## src/rtl/spike_pkt_collector.sv

```systemverilog
// spike_pkt_collector
// Collects incoming axon-addressed spike packets through a small FIFO into a
// per-step accumulator vector. A step request closes the current step: the
// FIFO is drained, the accumulated vector is published on spike_o and start_o
// pulses for one cycle.
// Optional feature: define SPIKE_CNT_EN to add cnt_o, the number of distinct
// axons that spiked in the last completed step.
module spike_pkt_collector #(
   parameter int NUM_AXONS          = 256,
   parameter int AXON_CNT_BIT_WIDTH = 8,
   parameter int FIFO_DEPTH         = 4
) (
   input  logic                          clk_i,
   input  logic                          rst_n_i,
   input  logic                          pkt_valid_i,
   input  logic [AXON_CNT_BIT_WIDTH-1:0] pkt_axon_i,
   output logic                          pkt_ready_o,
   input  logic                          step_i,
   output logic [NUM_AXONS-1:0]          spike_o,
   output logic                          start_o,
   output logic                          drop_o,
   output logic                          ovr_o
`ifdef SPIKE_CNT_EN
   ,
   output logic [AXON_CNT_BIT_WIDTH:0]   cnt_o
`endif
);

   localparam int PTR_W = (FIFO_DEPTH > 1) ? $clog2(FIFO_DEPTH) : 1;
   localparam logic [PTR_W:0]              DEPTH_C = (PTR_W+1)'(FIFO_DEPTH);
   localparam logic [AXON_CNT_BIT_WIDTH:0] NUM_C   = (AXON_CNT_BIT_WIDTH+1)'(NUM_AXONS);

   typedef enum logic {COLLECT = 1'b0, DRAIN = 1'b1} state_t;

   state_t                          state_q, state_d;
   logic [AXON_CNT_BIT_WIDTH-1:0]   mem_q [FIFO_DEPTH];
   logic [PTR_W-1:0]                wr_ptr_q, wr_ptr_d;
   logic [PTR_W-1:0]                rd_ptr_q, rd_ptr_d;
   logic [PTR_W:0]                  fill_q, fill_d;
   logic [NUM_AXONS-1:0]            acc_q, acc_d;
   logic [NUM_AXONS-1:0]            spike_q, spike_d;
   logic                            start_q, start_d;
   logic                            drop_q, drop_d;
   logic                            ovr_q, ovr_d;

   logic                            fifo_empty;
   logic                            fifo_full;
   logic                            push;
   logic                            pop;
   logic                            pop_in_range;
   logic [AXON_CNT_BIT_WIDTH-1:0]   pop_addr;
   logic                            load_spike;

   assign fifo_empty   = (fill_q == '0);
   assign fifo_full    = (fill_q == DEPTH_C);
   assign pkt_ready_o  = (state_q == COLLECT) && !fifo_full;
   assign push         = pkt_valid_i && pkt_ready_o;
   assign pop          = !fifo_empty;
   assign pop_addr     = mem_q[rd_ptr_q];
   assign pop_in_range = pop && ({1'b0, pop_addr} < NUM_C);
   // The publishing edge: DRAIN with nothing left to merge.
   assign load_spike   = (state_q == DRAIN) && fifo_empty;

   assign spike_o = spike_q;
   assign start_o = start_q;
   assign drop_o  = drop_q;
   assign ovr_o   = ovr_q;

   // Next-state logic: FIFO pointers, accumulator merge, step FSM and flags.
   always_comb begin
      state_d  = state_q;
      wr_ptr_d = wr_ptr_q;
      rd_ptr_d = rd_ptr_q;
      fill_d   = fill_q;
      acc_d    = acc_q;
      spike_d  = spike_q;
      start_d  = 1'b0;
      drop_d   = drop_q;
      ovr_d    = ovr_q;

      if (push) wr_ptr_d = wr_ptr_q + PTR_W'(1);
      if (pop)  rd_ptr_d = rd_ptr_q + PTR_W'(1);
      case ({push, pop})
         2'b10:   fill_d = fill_q + (PTR_W+1)'(1);
         2'b01:   fill_d = fill_q - (PTR_W+1)'(1);
         default: fill_d = fill_q;
      endcase

      // Decoded set of the popped address; duplicates simply OR in again.
      for (int i = 0; i < NUM_AXONS; i++) begin
         if (pop_in_range && (pop_addr == AXON_CNT_BIT_WIDTH'(i))) acc_d[i] = 1'b1;
      end
      if (pop && !pop_in_range) drop_d = 1'b1;

      case (state_q)
         COLLECT: begin
            if (step_i) state_d = DRAIN;
         end
         DRAIN: begin
            if (step_i) ovr_d = 1'b1;
            if (fifo_empty) begin
               spike_d = acc_q;
               acc_d   = '0;
               start_d = 1'b1;
               state_d = COLLECT;
            end
         end
         default: state_d = COLLECT;
      endcase
   end

   // Control and vector state; reset discards any queued packets and open step.
   always_ff @(posedge clk_i or negedge rst_n_i) begin
      if (!rst_n_i) begin
         state_q  <= COLLECT;
         wr_ptr_q <= '0;
         rd_ptr_q <= '0;
         fill_q   <= '0;
         acc_q    <= '0;
         spike_q  <= '0;
         start_q  <= 1'b0;
         drop_q   <= 1'b0;
         ovr_q    <= 1'b0;
      end else begin
         state_q  <= state_d;
         wr_ptr_q <= wr_ptr_d;
         rd_ptr_q <= rd_ptr_d;
         fill_q   <= fill_d;
         acc_q    <= acc_d;
         spike_q  <= spike_d;
         start_q  <= start_d;
         drop_q   <= drop_d;
         ovr_q    <= ovr_d;
      end
   end

   // FIFO storage; contents are meaningless while the fill count is zero.
   always_ff @(posedge clk_i) begin
      if (push) mem_q[wr_ptr_q] <= pkt_axon_i;
   end

`ifdef SPIKE_CNT_EN
   logic [AXON_CNT_BIT_WIDTH:0] cnt_acc_q, cnt_acc_d;
   logic [AXON_CNT_BIT_WIDTH:0] cnt_q, cnt_d;
   logic                        was_set;

   assign cnt_o = cnt_q;

   // Count only first-time sets of an accumulator bit; publish with spike_o.
   always_comb begin
      cnt_acc_d = cnt_acc_q;
      cnt_d     = cnt_q;
      was_set   = 1'b0;
      for (int i = 0; i < NUM_AXONS; i++) begin
         if (pop_addr == AXON_CNT_BIT_WIDTH'(i)) was_set = was_set | acc_q[i];
      end
      if (pop_in_range && !was_set) cnt_acc_d = cnt_acc_q + (AXON_CNT_BIT_WIDTH+1)'(1);
      if (load_spike) begin
         cnt_d     = cnt_acc_q;
         cnt_acc_d = '0;
      end
   end

   // Counter registers.
   always_ff @(posedge clk_i or negedge rst_n_i) begin
      if (!rst_n_i) begin
         cnt_acc_q <= '0;
         cnt_q     <= '0;
      end else begin
         cnt_acc_q <= cnt_acc_d;
         cnt_q     <= cnt_d;
      end
   end
`endif

endmodule

```

## config.mk

```make
export PLATFORM = sky130hd
export DESIGN_NAME = spike_pkt_collector
export DESIGN_NICKNAME = d
export VERILOG_FILES = /design/src/rtl/spike_pkt_collector.sv
export SDC_FILE = /design/constraint.sdc
export NUM_CORES = 1
export LEC_CHECK = 0
export CORE_ASPECT_RATIO = 1.25
export CORE_MARGIN = 1.5
export CORE_UTILIZATION = 43
export CTS_BUF_LIST = sky130_fd_sc_hd__clkbuf_8
export DETAILED_ROUTE_END_ITERATION = 12
export HOLD_SLACK_MARGIN = 0.05
export PLACE_DENSITY = 0.72
export SYNTH_ARGS = -nofsm -noshare
export SYNTH_HDL_FRONTEND = slang
export SYNTH_SLANG_ARGS = --single-unit
export TNS_END_PERCENT = 20
```

## constraint.sdc

```tcl
create_clock -name clk_i -period 2.6 [get_ports clk_i]
set_clock_uncertainty 0.1 [all_clocks]
set_input_delay 0.39 -clock clk_i [delete_from_list [all_inputs] [get_ports clk_i]]
set_output_delay 0.39 -clock clk_i [all_outputs]
set_load 0.02 [all_outputs]
```

==> metrics.txt <==
# TYPE chip_impl_metric gauge
chip_impl_metric{name="yosysSeqAreaShare",unit="%"} 67.8
chip_impl_metric{name="pin_count_of_the_biggest_net_entering_global_routing",unit=""} 291
chip_impl_metric{name="place.detailed.hpwl",unit="um"} 37800
chip_impl_metric{name="via_count",unit=""} 15270
chip_impl_info{name="clock_tree_from_tritoncts",value="yes"} 1
chip_impl_metric{name="place.gp.congestion",unit=""} 0.825
chip_impl_info{name="crit_family",value="buffers and inverters"} 1
chip_impl_metric{name="setup_ws_final",unit="ps"} 92.5
chip_impl_metric{name="final_layout_size_suffix_gt1_share",unit="%"} 10.3
chip_impl_metric{name="synthesis.area",unit="um^2"} 20700
chip_impl_metric{name="setup_tns",unit="ps"} 0
chip_impl_metric{name="core.rowCount",unit=""} 89
chip_impl_metric{name="globalRouteTotalUtil",unit="%"} 23.6
chip_impl_metric{name="critical_path_peak_fanout",unit=""} 6
chip_impl_metric{name="rrSetupSlack",unit="ps"} 100
chip_impl_metric{name="final-setup-viol-count",unit=""} 0
chip_impl_metric{name="first_pass_grt_wire_length",unit="um"} 88900
chip_impl_metric{name="viasPerCell",unit=""} 5.15
chip_impl_metric{name="finish.utilization",unit="%"} 55.2
chip_impl_metric{name="power_density",unit="nW/um^2"} 1340
chip_impl_info{name="grt_setup_unrepaired",value="yes"} 1
chip_impl_metric{name="max_slew.worst_pin.slew",unit="ps"} 1370
chip_impl_metric{name="synth_seq_cells",unit=""} 554
chip_impl_metric{name="peakVddDrop",unit="mV"} 1.50
chip_impl_info{name="critical_path.cell_chain",value="inv_1 > a31oi_1 > dlygate4sd2_1"} 1
chip_impl_metric{name="layout-area-overhead-vs-synth",unit="%"} 26.4
chip_impl_metric{name="grt.met3_usage",unit="%"} 3.82
chip_impl_metric{name="filler_cells_inserted",unit=""} 4049
chip_impl_metric{name="number_of_top_level_pins",unit=""} 272
chip_impl_metric{name="clk_transition_reported_paths",unit="ps"} 70
chip_impl_metric{name="worst_slew_margin_rel",unit="%"} 8.68
chip_impl_metric{name="drt-initial-drc-count",unit=""} 1309
chip_impl_metric{name="clock_tree.buffer_depth",unit=""} 3
chip_impl_metric{name="groute.layer.met1.usage",unit="%"} 30.3
chip_impl_metric{name="drt-total-wl",unit="um"} 57200
chip_impl_info{name="timing_worst_setup_path_type",value="reg -> out"} 1
chip_impl_metric{name="dieHeight",unit="um"} 248
chip_impl_metric{name="critical_path.max_stage_delay",unit="ps"} 450
chip_impl_info{name="cell_with_the_largest_stage_delay_on_the_worst_path",value="sky130_fd_sc_hd__dlygate4sd2_1"} 1
chip_impl_info{name="synth_ff_type",value="sky130_fd_sc_hd__dfrtp_1"} 1
chip_impl_metric{name="synth-edff-count",unit=""} 32
chip_impl_info{name="crit_start",value="fill_q[0]"} 1
chip_impl_metric{name="cp.arrival",unit="ps"} 2020
chip_impl_metric{name="synth-async-reset-ratio",unit="%"} 94.2
chip_impl_metric{name="io_buffer_count",unit=""} 270
chip_impl_metric{name="post-cts-setup-buffer-count",unit=""} 0
chip_impl_metric{name="length_in_cells_of_the_worst_reg_to_reg_path",unit=""} 5
chip_impl_metric{name="htree_levels",unit=""} 3
chip_impl_metric{name="leakage",unit="nW"} 13.0
chip_impl_info{name="setup.worst_path.end_class",value="output pin"} 1
chip_impl_metric{name="syn-mean-instance-area",unit="um^2"} 10.6
chip_impl_metric{name="synth.distinct_cells",unit=""} 43
chip_impl_metric{name="die_area",unit="um^2"} 49400
chip_impl_metric{name="placed_cells",unit=""} 2818
chip_impl_metric{name="antenna_violations_before_repair",unit=""} 0
chip_impl_metric{name="drc_errors",unit=""} 0
chip_impl_metric{name="worst_ep_required",unit="ps"} 2110
chip_impl_metric{name="postSynthNetCount",unit=""} 1962
chip_impl_metric{name="number_of_standard_cells_after_synthesis",unit=""} 1944
chip_impl_metric{name="globalRouteMet2Util",unit="%"} 39.7
chip_impl_metric{name="cts-buffers-inserted",unit=""} 83
chip_impl_metric{name="clk_latency",unit="ps"} 640
chip_impl_metric{name="maxSlewViolCount",unit=""} 0
chip_impl_metric{name="buffers_plus_inverters_on_the_worst_setup_path",unit=""} 2
chip_impl_metric{name="die_w",unit="um"} 199
chip_impl_metric{name="initial_core_util",unit="%"} 43.7
chip_impl_metric{name="achievable-frequency",unit="MHz"} 399
chip_impl_metric{name="post_drt_wl_per_cell",unit="um"} 19.3
chip_impl_info{name="hp-class",value="in -> async"} 1
chip_impl_metric{name="globalRoute.totalOverflow",unit=""} 0
chip_impl_info{name="clock-root-buffer",value="sky130_fd_sc_hd__clkbuf_8"} 1
chip_impl_metric{name="post-route-period-util",unit="%"} 96.4
chip_impl_metric{name="pre_cts_ws",unit="ps"} 70.0
chip_impl_metric{name="first_global_vias",unit=""} 15372
chip_impl_metric{name="final_hold_violation_count",unit=""} 0
chip_impl_metric{name="first_pass_iters",unit=""} 6
chip_impl_metric{name="tritoncts_num_sinks",unit=""} 554
chip_impl_metric{name="synth_warnings",unit=""} 0
chip_impl_info{name="timing.rr.start",value="rd_ptr_q[0]"} 1
chip_impl_info{name="run_status",value="complete, no violations"} 1
chip_impl_metric{name="placeableCoreArea",unit="um^2"} 47300
chip_impl_info{name="worstReg2RegEnd",value="acc_q[89]"} 1
chip_impl_metric{name="final.min_clock_period",unit="ps"} 2510
chip_impl_metric{name="design.final.nets",unit=""} 2285
chip_impl_info{name="grt_most_used_layer",value="met2"} 1
chip_impl_metric{name="route.antenna.remaining_nets",unit=""} 0
chip_impl_info{name="worst_setup_path_start_kind",value="register"} 1
chip_impl_metric{name="cap_viol_max_count",unit=""} 0
chip_impl_metric{name="final_std_cells_w_o_fill",unit=""} 2966
==> cells in the final DEF (no fill, tap or decap), types with 5 or more instances in the layout <==
cell and count:
sky130_fd_sc_hd__clkbuf_8 108, sky130_fd_sc_hd__ha_1 5, sky130_fd_sc_hd__dfrtp_1 522, sky130_fd_sc_hd__nor2_2 11, sky130_fd_sc_hd__nand2b_1 7, sky130_fd_sc_hd__nor2_4 6, sky130_fd_sc_hd__a32o_1 12, sky130_fd_sc_hd__inv_1 32
sky130_fd_sc_hd__o21ai_0 109, sky130_fd_sc_hd__clkdlybuf4s50_1 268, sky130_fd_sc_hd__a22o_1 116, sky130_fd_sc_hd__buf_12 14, sky130_fd_sc_hd__clkinv_2 9, sky130_fd_sc_hd__o21ai_1 20, sky130_fd_sc_hd__buf_4 60, sky130_fd_sc_hd__edfxtp_1 32
sky130_fd_sc_hd__nand2_1 920, sky130_fd_sc_hd__mux4_2 9, sky130_fd_sc_hd__nor2b_1 5, sky130_fd_sc_hd__nor2_1 14, sky130_fd_sc_hd__and3_1 5
==> logic make-up (layout without fill, tap and decap cells) <==
family,after synthesis,count (layout),synth area share (%)
buffers and inverters,115,498,2.41
adder cells (fa/ha/maj),6,6,0.399
AND/OR/NAND/NOR,993,993,19.4
XOR/XNOR,6,6,0.254
flip-flops,554,554,67.8
AO/OA/AOI/OAI,259,259,8.68
other,1,3,0.0181
multiplexers,10,10,1.03
==> registers in the layout, indices dropped and copies added (netlist names) <==
name and cells:
rd_ptr_q 2, ovr_o 1, start_o 1, wr_ptr_q 2, acc_q 256, state_q 1
mem_q 32, spike_o 256, fill_q 3
==> synth_stat cells (all sizes together), types with 6 or more instances <==
library cell    n  share of area (%)
nand2         922                 17
buf            37               0.99
inv             8               0.15
nor2b           6               0.18
clkbuf         70                1.3
a32o           12               0.58
nor2           35                1.3
o21ai         129                3.1
a22o          116                4.9
mux4            9               0.98
dfrtp         522                 63
nand2b          7               0.21
edfxtp         32                4.6
==> power breakdown <==
| group | internal, mW | switching (mW) | total (mW) | leakage [nW] |
|---|---|---|---|---|
| logic | 5.54 | 8.20 | 13.7 | 4.57 |
| registers | 12.0 | 2.22 | 14.2 | 7.50 |
| clock network | 3.71 | 3.30 | 7.01 | 0.945 |
==> layout make-up <==
cell class / count / area, um^2 / area share (%)
inverter: 8 / 37.5 / 0.144
sequential: 554 / 14000 / 53.7
multi-input combinational: 1275 / 6180 / 23.6
clock buffer: 108 / 1490 / 5.69
clock inverter: 37 / 161 / 0.618
tap: 637 / 797 / 3.05
antenna: 2 / 5.00 / 0.0191
timing repair buffer: 345 / 3450 / 13.2
==> metal layers <==
metal,part of all wire [%],wire [um]
met1,41,23200
met4,3.2,1850
met5,0,0
met3,5.9,3380
met2,50,28700
==> metrics by stage <==
| stage | area (um^2) | hold slack [ps] | power, mW |
|---|---|---|---|
| final | 26100 | 219 | 34.9 |
| after global routing | 26100 | 251 | 36.9 |
| after CTS | 26100 | 210 | 35.2 |
| after detailed placement | 24500 | 317 | 28.1 |
| after global placement | 24500 | 315 | 27.7 |
| after floorplan | 20700 | -5.59 | 21.1 |
==> how the worst max path moves through the flow <==
stage                        endpoint  slack, ps  cells after the start
final                     pkt_ready_o         90                      3
after global routing       acc_q[169]        -10                      5
after CTS                   acc_q[88]         50                      5
after detailed placement    acc_q[72]         70                      5
after global placement     acc_q[106]        130                      5
after floorplan             fill_q[1]        290                      8
==> what timing repair did <==
action	in CTS	in global routing
gates resized for setup	1	5
pin swaps	0	0
hold buffers	1	0
endpoints found under the setup margin	1	26
endpoints found under the hold margin	45	0
(Power assumes the default switching activity.)
